--- config.mk ---
export PLATFORM = sky130hd
export DESIGN_NAME = t5_wbarb
export DESIGN_NICKNAME = d
export VERILOG_FILES = /design/src/rtl/t5_pkg.sv /design/src/rtl/t5_wbarb.sv
export SDC_FILE = /design/constraint.sdc
export NUM_CORES = 1
export LEC_CHECK = 0
export CAP_MARGIN = 25
export CORE_UTILIZATION = 45
export CTS_CLUSTER_DIAMETER = 120
export DETAILED_ROUTE_END_ITERATION = 16
export DONT_BUFFER_PORTS = 1
export HOLD_SLACK_MARGIN = 0.1
export PLACE_DENSITY = 0.66
export SLEW_MARGIN = 0
export SYNTH_ARGS = -nofsm -noshare
export SYNTH_HDL_FRONTEND = slang
export SYNTH_SLANG_ARGS = --single-unit
--- constraint.sdc ---
create_clock -name sclk -period 2.03 [get_ports sclk]
set_input_delay 0.609 -clock sclk [delete_from_list [all_inputs] [get_ports sclk]]
set_output_delay 0.609 -clock sclk [all_outputs]
set_load 0.02 [all_outputs]
--- src/rtl/t5_pkg.sv ---
// t5_pkg: shared constants for the T5 bus arbiter / pipeline sequencer.
// Holds the sequencer state encoding, the default reset length and bus
// timeout, and the full-word Wishbone byte-select value.
package t5_pkg;

    // Sequencer states: reset hold, pipeline step, data access, fetch access
    typedef enum logic [1:0] {
        ST_RST  = 2'd0,
        ST_STEP = 2'd1,
        ST_DBUS = 2'd2,
        ST_IBUS = 2'd3
    } wbarb_state_e;

    // Reset hold length: one pipeline reset cycle per hart slot
    localparam int RSTLEN_DEF = 4;

    // Bus timeout in cycles (only meaningful with T5_WBARB_TIMEOUT_EN)
    localparam int TMO_DEF = 255;

    // Wishbone byte select for a full 32-bit word
    localparam logic [3:0] WB_SEL_FULL = 4'hF;

endpackage : t5_pkg

--- src/rtl/t5_wbarb.sv ---
// t5_wbarb: bus arbiter and pipeline sequencer for the T5 barrel core.
//
// Merges the instruction-fetch port and the data port onto one Wishbone
// classic master. Each pipeline step performs at most one data access and
// then at most one fetch, after which sena pulses for one cycle. srst is
// held for RSTLEN cycles after sys_rst is released.
//
// Optional feature macro: T5_WBARB_TIMEOUT_EN
//   defined   - an access with no ack/err for TMO waiting cycles is ended
//               as an error with zero read data.
//   undefined - the arbiter waits for the slave indefinitely.
module t5_wbarb
    import t5_pkg::*;
#(
    parameter int RSTLEN = RSTLEN_DEF,
    parameter int TMO    = TMO_DEF
) (
    input  logic        sclk,
    input  logic        sys_rst,
    // instruction fetch port
    input  logic [29:0] iwb_adr,
    input  logic        iwb_stb,
    output logic [31:0] iwb_dat,
    output logic        iwb_ack,
    output logic        iwb_err,
    // data port
    input  logic [29:0] dwb_adr,
    input  logic [31:0] dwb_dat_o,
    input  logic [3:0]  dwb_sel,
    input  logic        dwb_wre,
    input  logic        dwb_stb,
    output logic [31:0] dwb_dat,
    output logic        dwb_ack,
    output logic        dwb_err,
    // external Wishbone master
    output logic [29:0] wb_adr_o,
    output logic [31:0] wb_dat_o,
    output logic [3:0]  wb_sel_o,
    output logic        wb_we_o,
    output logic        wb_cyc_o,
    output logic        wb_stb_o,
    input  logic [31:0] wb_dat_i,
    input  logic        wb_ack_i,
    input  logic        wb_err_i,
    // pipeline control
    output logic        sena,
    output logic        srst
);

    localparam int             RCW       = (RSTLEN > 1) ? $clog2(RSTLEN) : 1;
    localparam logic [RCW-1:0] RCNT_LAST = RCW'(RSTLEN - 1);

    wbarb_state_e   state_r;
    wbarb_state_e   state_nxt_s;
    logic [RCW-1:0] rcnt_r;
    logic [RCW-1:0] rcnt_nxt_s;

    // Fetch request and data-valid flag latched on the step edge. The data
    // request itself is latched straight into the bus output registers on
    // that same edge, so it needs no separate copy.
    logic [29:0] iadr_r;
    logic        istb_r;
    logic        dstb_r;

    // Registered bus outputs and their next values
    logic [29:0] wb_adr_r;
    logic [31:0] wb_dat_r;
    logic [3:0]  wb_sel_r;
    logic        wb_we_r;
    logic        wb_cyc_r;
    logic [29:0] adr_nxt_s;
    logic [31:0] dat_nxt_s;
    logic [3:0]  sel_nxt_s;
    logic        we_nxt_s;
    logic        cyc_nxt_s;

    // Registered port responses and pipeline control
    logic [31:0] iwb_dat_r;
    logic        iwb_ack_r;
    logic        iwb_err_r;
    logic [31:0] dwb_dat_r;
    logic        dwb_ack_r;
    logic        dwb_err_r;
    logic        sena_r;
    logic        srst_r;

    logic        bus_busy_s;
    logic        bus_done_s;
    logic        bus_err_s;
    logic [31:0] bus_dat_s;
    logic        tmo_hit_s;

    assign bus_busy_s = (state_r == ST_DBUS) || (state_r == ST_IBUS);

`ifdef T5_WBARB_TIMEOUT_EN
    localparam int TW = ($clog2(TMO + 1) > 8) ? $clog2(TMO + 1) : 8;
    logic [TW-1:0] tmo_cnt_r;

    // Wait counter: cleared on entry to each access, counts waiting cycles
    always_ff @(posedge sclk) begin
        if (sys_rst) begin
            tmo_cnt_r <= {TW{1'b0}};
        end else if (bus_busy_s && (state_nxt_s == state_r)) begin
            tmo_cnt_r <= tmo_cnt_r + {{(TW-1){1'b0}}, 1'b1};
        end else begin
            tmo_cnt_r <= {TW{1'b0}};
        end
    end

    // Timeout fires only when the slave is still silent at the limit
    always_comb begin
        tmo_hit_s = (tmo_cnt_r == TW'(TMO)) && !(wb_ack_i || wb_err_i);
    end
`else
    // No timeout: the slave always terminates the access
    always_comb begin
        tmo_hit_s = 1'b0;
    end
`endif

    // Access termination; ack together with err counts as an error
    always_comb begin
        bus_done_s = wb_ack_i | wb_err_i | tmo_hit_s;
        bus_err_s  = wb_err_i | tmo_hit_s;
        if (tmo_hit_s) begin
            bus_dat_s = 32'h0000_0000;
        end else begin
            bus_dat_s = wb_dat_i;
        end
    end

    // Next-state and next bus-output decode
    always_comb begin
        state_nxt_s = state_r;
        rcnt_nxt_s  = {RCW{1'b0}};
        adr_nxt_s   = 30'h0;
        dat_nxt_s   = 32'h0;
        sel_nxt_s   = 4'h0;
        we_nxt_s    = 1'b0;
        cyc_nxt_s   = 1'b0;
        case (state_r)
            ST_RST: begin
                if (rcnt_r == RCNT_LAST) begin
                    state_nxt_s = ST_STEP;
                end else begin
                    rcnt_nxt_s = rcnt_r + {{(RCW-1){1'b0}}, 1'b1};
                end
            end
            ST_STEP: begin
                if (dwb_stb) begin
                    state_nxt_s = ST_DBUS;
                    adr_nxt_s   = dwb_adr;
                    dat_nxt_s   = dwb_dat_o;
                    sel_nxt_s   = dwb_sel;
                    we_nxt_s    = dwb_wre;
                    cyc_nxt_s   = 1'b1;
                end else if (iwb_stb) begin
                    state_nxt_s = ST_IBUS;
                    adr_nxt_s   = iwb_adr;
                    sel_nxt_s   = WB_SEL_FULL;
                    cyc_nxt_s   = 1'b1;
                end else begin
                    state_nxt_s = ST_STEP;
                end
            end
            ST_DBUS: begin
                if (bus_done_s) begin
                    if (istb_r) begin
                        state_nxt_s = ST_IBUS;
                        adr_nxt_s   = iadr_r;
                        sel_nxt_s   = WB_SEL_FULL;
                        cyc_nxt_s   = 1'b1;
                    end else begin
                        state_nxt_s = ST_STEP;
                    end
                end else begin
                    adr_nxt_s = wb_adr_r;
                    dat_nxt_s = wb_dat_r;
                    sel_nxt_s = wb_sel_r;
                    we_nxt_s  = wb_we_r;
                    cyc_nxt_s = 1'b1;
                end
            end
            ST_IBUS: begin
                if (bus_done_s) begin
                    state_nxt_s = ST_STEP;
                end else begin
                    adr_nxt_s = wb_adr_r;
                    sel_nxt_s = wb_sel_r;
                    cyc_nxt_s = 1'b1;
                end
            end
            default: begin
                state_nxt_s = ST_RST;
            end
        endcase
    end

    // State register and reset-hold counter
    always_ff @(posedge sclk) begin
        if (sys_rst) begin
            state_r <= ST_RST;
            rcnt_r  <= {RCW{1'b0}};
        end else begin
            state_r <= state_nxt_s;
            rcnt_r  <= rcnt_nxt_s;
        end
    end

    // Latch the fetch request and data-valid flag on the step edge
    always_ff @(posedge sclk) begin
        if (sys_rst) begin
            iadr_r <= 30'h0;
            istb_r <= 1'b0;
            dstb_r <= 1'b0;
        end else if (state_r == ST_STEP) begin
            iadr_r <= iwb_adr;
            istb_r <= iwb_stb;
            dstb_r <= dwb_stb;
        end
    end

    // Wishbone master output registers; reset drops cyc on the next edge
    always_ff @(posedge sclk) begin
        if (sys_rst) begin
            wb_adr_r <= 30'h0;
            wb_dat_r <= 32'h0;
            wb_sel_r <= 4'h0;
            wb_we_r  <= 1'b0;
            wb_cyc_r <= 1'b0;
        end else begin
            wb_adr_r <= adr_nxt_s;
            wb_dat_r <= dat_nxt_s;
            wb_sel_r <= sel_nxt_s;
            wb_we_r  <= we_nxt_s;
            wb_cyc_r <= cyc_nxt_s;
        end
    end

    // Capture responses; acks flag the step after a completed access
    always_ff @(posedge sclk) begin
        if (sys_rst) begin
            dwb_dat_r <= 32'h0;
            dwb_err_r <= 1'b0;
            dwb_ack_r <= 1'b0;
            iwb_dat_r <= 32'h0;
            iwb_err_r <= 1'b0;
            iwb_ack_r <= 1'b0;
        end else begin
            if ((state_r == ST_DBUS) && bus_done_s) begin
                dwb_dat_r <= bus_dat_s;
                dwb_err_r <= bus_err_s;
            end
            if ((state_r == ST_IBUS) && bus_done_s) begin
                iwb_dat_r <= bus_dat_s;
                iwb_err_r <= bus_err_s;
            end
            dwb_ack_r <= (state_nxt_s == ST_STEP) && bus_busy_s && dstb_r;
            iwb_ack_r <= (state_nxt_s == ST_STEP) && (state_r == ST_IBUS);
        end
    end

    // Pipeline enable and pipeline reset, registered from the next state
    always_ff @(posedge sclk) begin
        if (sys_rst) begin
            sena_r <= 1'b0;
            srst_r <= 1'b1;
        end else begin
            sena_r <= (state_nxt_s == ST_STEP);
            srst_r <= (state_nxt_s == ST_RST);
        end
    end

    assign wb_adr_o = wb_adr_r;
    assign wb_dat_o = wb_dat_r;
    assign wb_sel_o = wb_sel_r;
    assign wb_we_o  = wb_we_r;
    assign wb_cyc_o = wb_cyc_r;
    assign wb_stb_o = wb_cyc_r;
    assign iwb_dat  = iwb_dat_r;
    assign iwb_ack  = iwb_ack_r;
    assign iwb_err  = iwb_err_r;
    assign dwb_dat  = dwb_dat_r;
    assign dwb_ack  = dwb_ack_r;
    assign dwb_err  = dwb_err_r;
    assign sena     = sena_r;
    assign srst     = srst_r;

endmodule : t5_wbarb

# Word-level counts from Yosys, hierarchy flattened
# Cells that the tools add are included.
# Widths: inputs -> output; s select.
[word_totals] inputBits=135 elab_cells=69 reg_bits=174 out_inout_bits=139
[op_classes] n_bitwise=2 n_addsub=1 n_mux=31 reduce_logical=10 n_eq_ne=7
[ops] op="$mux 30" count=5
[ops] op="$pmux 30 s3" count=1
[ops] op="$mux 32" count=2
[ops] op="$pmux 32 s2" count=1
[ops] op="$mux 4" count=5
[ops] op="$mux 2" count=6
[ops] op="$pmux 4 s3" count=1
[ops] op="$pmux 2 s4" count=1
[ops] op="$mux 1" count=7
[ops] op="$eq 2x2->1 const B" count=3
[ops] op="$logic_and 1x1->1" count=5
[ops] op="$eq 2x1->1 const B" count=2
[ops] op="$logic_not 2->1" count=2
[ops] op="$ne 2x2->1 const B" count=2
[ops] op="$pmux 1 s3" count=1
[ops] op="$reduce_or 3->1" count=1
[ops] op="$add 2x1->2 const B" count=1
[ops] op="$pmux 1 s2" count=1
[ops] op="$reduce_and 2->1" count=1
[ops] op="$logic_or 1x1->1" count=1
[ops] op="$not 1->1" count=1
[ops] op="$or 1x1->1" count=1

# Depth between registers and ports, before layout
# Gate-level depths: netlist of run 1.
[logic_depth] ltp_word=6 ltp_mapped=9 depth_no_buf=6

# Worst setup path after synthesis of run 1
# Ideal clock, no wire load.
[synth_timing] kind="register -> register" startpoint="register state_r[0]" endpoint="register wb_adr_r[16] (netlist: wb_adr_o[16])" synth_period_minus_slack_ns=1.739 required_ns=1.905 arrival_time_ns=1.614 setup_ns=0.125 path_stages_with_launch=10 path_slack_ns=0.291 n_path_buf=3 path_cell_list="dfxtp_1 -> inv_1 -> ha_1 -> buf_2 -> and2_1 -> buf_4 -> buf_2 -> a32o_1 -> a21oi_1 -> o2bb2ai_1"
[synth_between] elab_chain_cells=3 word_cells_on_any_way=7
[synth_lines] item="from (decl)" line="t5_wbarb.sv:53" source="wbarb_state_e state_r;"
[synth_lines] item="from (signal assigned)" line="t5_wbarb.sv:205" source="state_r <= state_nxt_s;"
[synth_lines] item="$eq 2x2->1" line="t5_wbarb.sv:141" source="case (state_r)"
[synth_lines] item="$ne 2x2->1 (no source line)"
[synth_lines] item="$reduce_and 2->1 (no source line)"
[synth_lines] item="to (signal assigned)" line="t5_wbarb.sv:232" source="wb_adr_r <= adr_nxt_s;"
[synth_lines] item="to (decl)" line="t5_wbarb.sv:66" source="logic [29:0] wb_adr_r;"
# Several ways; a longest one is shown, not always the timed one.
# A chain may end at the register's enable or synchronous reset.

# Worst setup path after layout of run 1
[layout_timing] startpoint="register state_r[1]" endpoint="register wb_adr_r[21] (netlist: wb_adr_o[21])"
# Same word-level chain as after synthesis.

==> reports/metrics.cfg, run 1 <==
[yosys]
syn_nets=883
syn_avg_cell_area_um2=8.87
seq_area_frac_synth_pct=53.0
yosysMostFrequentCell=dfxtp_1
netlist-cell-type-count=34
synth_edf_count=0
yosys.area.top_type=dfxtp_1
synth_area_leaders=dfxtp_1 (53%), nand2_1 (9.5%), a21oi_1 (9.4%)
synth_common_cells=dfxtp_1 (174), nand2_1 (167), a21oi_1 (124)
yosysTopAreaCellShare_pct=53.0
ys_warn_count=0
synthArstFlopShare_pct=0
synth_cells=741
synth_area_um2=6580
synth_flop_cell=dfxtp_1
ys_ff_latch=174

[timing]
rsz0062_at_grt=no
period_minus_slack_ps=1880
final-hold-violation-count=0
relSlewSlack_pct=48.4
finalSetupViolCount=0
clock.fmax_ghz=0.532
maxSlewViolCount=0
fin_ws_ps=151
worst_pin_slew_ps=774
min_period_over_period_pct=92.6
fin_worst_skew_ps=10.1

[die]
die-area_um2=15100
die_y_um=123
start_util_pct=46.8
row_count=43
coreArea_um2=14000
die_w_um=123
ios=274

[grt]
grt_util_all_layers_pct=21.8
grt_pass1_vias=4852
grt_pass1_wl_um=25100
antenna_found_initial=0
grt_remaining_overflow=0
grt_max_degree=140

[clocking]
cts_sinks=174
cts-root-buf=clkbuf_16
insertion_delay_ps=420
cts_buffer_depth=2
cts_resized=0
htreeDepth=4
cts_buffers=17
clk_pin_slew_ps=70
cts-hold-fix-buffers=0
postCtsSetupBuffers=0
cts_tree=built

[critical_path]
crit_fanout=10
critPathBufInv=2
r2r_end=wb_adr_o[21]
crit_family=compound AO/OA/AOI/OAI gates
cp_slowest_cell=dfxtp_1
max_stage_delay_ps=440
ff2ff_setup_slack_ps=150
required_ps=2330
path_class=reg2reg
worstPathCellList=inv_1 -> ha_2 -> buf_4 -> and2_1 -> a222oi_1 -> o2bb2ai_1
startpoint_type=flop
reg2reg_depth=6
crit_path_end_kind=flop
reg2reg_from=state_r[1]
critPathArrivalTime_ps=2180

[routing]
wirelength_um=16900
firstDrtPassIters=5
ant_nets=0
drt_iter0_drc=369
routedWlPerCell_um=18.6
avgViaCountPerCell=5.72
num_vias=5209
drc=0

[place]
place_ws_ps=-53.3
dpl_cell_area_um2=6780
place.gp.congestion=0.749
hpwl_um=11800
io_buffer_count=0

[status]
outcome=complete, no violations

[run]
drv_cap=0

[worst_hold_path]
min_to=istb_r
hold_depth=1
hold_class=in2reg
worstHoldStart=sys_rst

[layout]
final_nets=860
final_layout_size_suffix_gt1_share_pct=8.48
fill_cells=1288
syn_to_final_growth_pct=12.6
final_area_um2=7410
diodes=0

[power_and_ir_drop]
power.total_mw=8.10
ir_drop_v=0.000517
p_leak_nw=2.40
powerDensity_nw_per_um2=1090

-- layout make-up --
cell class / count / area [um2] / share of cell area, %
clock buffer: 19 / 443 / 5.98
multi-input combinational: 495 / 2800 / 37.7
clock inverter: 13 / 188 / 2.53
inverter: 11 / 41.3 / 0.558
sequential: 174 / 3480 / 47.0
timing repair buffer: 19 / 230 / 3.11
tap: 180 / 225 / 3.04
-- state kept, by name, indices dropped and copies added (netlist names) --
register,count
iwb_dat,32
iwb_ack,1
dwb_ack,1
dwb_dat,32
wb_cyc_o,1
rcnt_r,2
wb_adr_o,30
wb_we_o,1
dwb_err,1
state_r,2
srst,1
istb_r,1
iwb_err,1
wb_dat_o,32
dstb_r,1
iadr_r,30
wb_sel_o,4
sena,1
-- per-layer routing --
layer	wire length, um	part of all wire, %	vias up	GRT usage [%]
met5	0	0	-	0
met4	403	2.4	0	9.83
met3	1760	10	31	8.81
met2	8120	48	239	36.6
met1	6660	39	2410	24.1
li1	-	-	2529	-
-- power by group --
group / internal [mW] / switching (mW)
Sequential: 3.67 / 0.267
Clock: 2.10 / 1.34
Combinational: 0.319 / 0.404
-- cell families after synthesis --
| kind of cell | count (synthesis) | synth area share (%) |
|---|---|---|
| flip-flops | 174 | 53.0 |
| adder cells (fa/ha/maj) | 7 | 1.33 |
| AO/OA/AOI/OAI | 200 | 19.9 |
| AND/OR/NAND/NOR | 257 | 16.2 |
| buffers and inverters | 72 | 4.87 |
| multiplexers | 31 | 4.72 |
-- how the worst max path moves through the flow --
stage	startpoint	to	slack [ps]	depth (start not counted)
2_1_floorplan	state_r[0]	wb_adr_o[16]	290	9
3_3_place_gp	iwb_stb	wb_adr_o[25]	-20	4
3_5_place_dp	iwb_stb	wb_adr_o[21]	-50	4
4_1_cts	state_r[0]	wb_adr_o[7]	160	7
5_1_grt	state_r[1]	wb_dat_o[28]	6	6
6_report	state_r[1]	wb_adr_o[21]	150	6
-- cells in the final DEF, fill, tap and decap left out, types with 10 or more instances in the layout --
cell | synthesis | final
inv_1 | 11 | 11
dfxtp_1 | 174 | 174
buf_4 | 3 | 12
mux2i_1 | 31 | 31
nor2_1 | 41 | 39
o2bb2ai_1 | 34 | 34
nand2_1 | 167 | 167
a21oi_1 | 124 | 124
clkbuf_16 | 0 | 17
nand3_1 | 34 | 34
a32o_1 | 20 | 20
a222oi_1 | 10 | 10
-- worst reg2reg max path, stage by stage, from the launching register on --
cell,delay (ps)
dfxtp_1,440
inv_1,120
ha_2,260
buf_4,180
and2_1,260
a222oi_1,400
o2bb2ai_1,120
-- through the flow --
step | TNS (ps) | instances | utilization, % | hold WS [ps]
2_1_floorplan | 0 | 741 | - | 408
3_3_place_gp | -161 | 879 | 48.2 | 411
3_5_place_dp | -256 | 879 | 48.2 | 428
4_1_cts | 0 | 911 | 52.7 | 235
5_1_grt | 0 | 911 | 52.7 | 230
6_report | 0 | 911 | 52.7 | 249
Note: power is estimated with default switching activity, not from simulation.
==> inputs of run 2 (changes only) <==
Settings changed: SKIP_LAST_GASP set to 1.
==> results of run 2 <==
Final layout, timing and power as in run 1 (identical DEF).
==> inputs of run 3 (changes only) <==
Settings changed: ABC_AREA set to 1, SLEW_MARGIN 0 to 30.
==> reports/metrics.cfg, run 3 <==
[status]
outcome=complete, no violations

[yosys]
seq_area_frac_synth_pct=49.7  ; -3.3 points
syn_avg_cell_area_um2=7.87  ; -11%
synth_area_leaders=dfxtp_1 (50%), nand2_1 (11%), nor2_1 (7.5%)
ys_warn_count=0  ; unchanged
yosysTopAreaCellShare_pct=49.7  ; -3.3 points
synth_common_cells=nand2_1 (203), dfxtp_1 (174), nor2_1 (140)
yosysMostFrequentCell=nand2_1
yosys.area.top_type=dfxtp_1
syn_nets=1033  ; +17%
synthArstFlopShare_pct=0  ; unchanged
synth_edf_count=0  ; unchanged
synth_cells=891  ; +20%
synth_area_um2=7020  ; +6.7%
synth_flop_cell=dfxtp_1
ys_ff_latch=174  ; unchanged
netlist-cell-type-count=24  ; -29%

[layout]
final_nets=1008  ; +17%
final_common_cell=nand2_1
final_layout_size_suffix_gt1_share_pct=15.0  ; +6.5 points
fin_cells=1067  ; +17%
layout_common_cells=nand2_1 (203), dfxtp_1 (174), nor2_1 (140)
fin_util_pct=50.9  ; -1.9 points
fill_cells=1478  ; +15%
multiInputGateArea_um2=3080  ; +10%
diodes=0  ; unchanged
syn_to_final_growth_pct=10.2
final_area_um2=7730  ; +4.4%
ff_latch_area_um2=3480  ; unchanged

[grt]
antenna_found_initial=0  ; unchanged
grt_util_all_layers_pct=21.7  ; -0.059 points
grt_pass1_wl_um=27400  ; +9.3%
use_met3_pct=8.44  ; -0.37 points
grt_pass1_vias=5396  ; +11%
use_met1_pct=26.1  ; +2.0 points
busiest_layer=met2
met2_usage_pct=34.8  ; -1.7 points
grt_max_degree=69  ; -51%
grt_remaining_overflow=0  ; unchanged

[critical_path]
startpoint_type=flop
cp_slowest_cell=dfxtp_1
max_stage_delay_ps=390  ; -50 ps
required_ps=2390  ; +60 ps
worstPathCellList=inv_1 -> ha_1 -> inv_2 -> nand2_4 -> nand2_4 -> inv_6 -> nor2_8 -> buf_12 -> nand2_2 -> a21oi_2
path_class=reg2reg
crit_fanout=14  ; +4
ff2ff_setup_slack_ps=260  ; +110 ps
critPathArrivalTime_ps=2130  ; -50 ps
path_common_cell=nand2_4
reg2reg_depth=10  ; +4
crit_path_end_kind=flop

[place]
dpl_cell_area_um2=7100  ; +4.8%
place.gp.congestion=0.773  ; +3.3%
io_buffer_count=0  ; unchanged
place_inst=1035  ; +18%
hpwl_um=12100  ; +2.1%

[clocking]
cts_sinks=174  ; unchanged
clk_pin_slew_ps=70  ; about the same
cts_buffers=17  ; unchanged
cts-hold-fix-buffers=0  ; unchanged
cts_resized=0  ; unchanged
postCtsSetupBuffers=0  ; unchanged
cts_buffer_depth=2  ; unchanged
cts-root-buf=clkbuf_16
htreeDepth=4  ; unchanged
cts_tree=built
insertion_delay_ps=430  ; about the same

[die]
die-area_um2=16100  ; +6.6%
coreArea_um2=15200  ; +8.3%
row_count=45  ; +4.7%
ios=274  ; unchanged
die_y_um=127  ; +3.2%
die_w_um=127  ; +3.2%
start_util_pct=46.1  ; -0.68 points

[routing]
ant_nets=0  ; unchanged
wirelength_um=17700  ; +4.7%
avgViaCountPerCell=5.30  ; -7.3%
firstDrtPassIters=4  ; -1
num_vias=5655  ; +8.6%
drt_iter0_drc=362  ; -1.9%
drc=0  ; unchanged
routedWlPerCell_um=16.6  ; -11%

[worst_hold_path]
hold_class=in2reg
hold_depth=1  ; unchanged

[power_and_ir_drop]
power.net_switching_mw=2.59  ; +28%
p_sw_share_pct=29.4  ; +4.6 points
p_leak_nw=2.86  ; +19%
powerDensity_nw_per_um2=1140  ; +4.0%
combPwrFrac_pct=15.6  ; +6.7 points
clkPwrFrac_pct=40.0  ; -2.5 points
p_int_mw=6.21  ; +2.0%
seq_power_share_pct=44.4  ; -4.2 points
ir_drop_v=0.000538  ; +4.2%

[timing]
maxSlewViolCount=0  ; unchanged
clock.fmax_ghz=0.566  ; +6.3%
rsz0062_at_grt=no
worst_pin_slew_ps=560  ; -214 ps
period_minus_slack_ps=1770  ; -112 ps
fin_worst_skew_ps=11.3  ; +1.26 ps
relSlewSlack_pct=62.6  ; +14 points
final-hold-violation-count=0  ; unchanged
finalSetupViolCount=0  ; unchanged
worst_hold_slack_ps=242  ; -7.80 ps
fin_tns_setup_ps=0  ; unchanged
min_period_over_period_pct=87.0  ; -5.5 points

[run]
drv_cap=0  ; unchanged

==> run 3: cell types whose count changed in the layout (fill, tap and decap cells not counted), sizes merged, moves of 3 or more <==
| cell | previous run | this run |
|---|---|---|
| a21oi | 124 | 102 |
| a222oi | 10 | 0 |
| a32o | 20 | 0 |
| and2 | 3 | 0 |
| inv | 13 | 22 |
| mux2i | 31 | 0 |
| nand2 | 167 | 238 |
| nand3 | 34 | 7 |
| nor2 | 43 | 144 |
| o211ai | 0 | 30 |
| o21ai | 5 | 105 |
| o2bb2ai | 34 | 0 |
==> run 3: per-stage QoR <==
step | setup WS [ps] | power [mW]
floorplan | 507 | 5.09
global placement | 294 | 5.35
detailed placement | 248 | 5.36
CTS | 236 | 8.87
global route | 119 | 9.21
finish | 263 | 8.80
==> run 3: power groups by stage <==
stage	clock, mW	combinational, mW	sequential, mW
after floorplan	0	1.14	3.94
after detailed placement	0	1.38	3.98
after global placement	0	1.36	3.98
final	3.52	1.37	3.91
after CTS	3.58	1.39	3.91
after global routing	3.74	1.54	3.93
==> run 3: final cells by class <==
cell class	instances	area share, %
Tap cell	188	3.04
Timing Repair Buffer	20	2.91
Clock buffer	17	5.50
Inverter	19	1.00
Multi-Input combinational cell	634	39.8
Clock inverter	15	2.70
Sequential cell	174	45.0
==> run 3: logic make-up after synthesis <==
logic type      Yosys count  share of synthesized area, %
flops                   174                          49.7
fa+ha+maj                 7                          1.25
buf+inv                  83                          6.49
simple gates            390                          23.0
compound gates          237                          19.6
==> run 3: path summary, 6_finish.rpt <==
kind | start | endpoint
setup / recovery | state_r[0] | wb_adr_o[6]
hold / removal | sys_rst | wb_adr_o[4]
setup reg to reg | state_r[0] | wb_adr_o[6]
hold reg to reg | rcnt_r[0] | rcnt_r[0]
==> run 3: critical path, delay by kind of cell (launching register included) <==
kind                     cells  cell delay, ps
flip-flops                   1             390
buffers and inverters        4             490
adder cells (fa/ha/maj)      1             280
AO/OA/AOI/OAI                1             120
AND/OR/NAND/NOR              4             420
==> run 3: routing by layer <==
layer	routed length, um	share of wire [%]
met5	0	0
met4	367	2.1
met1	7500	42
met2	8220	46
met3	1660	9.4
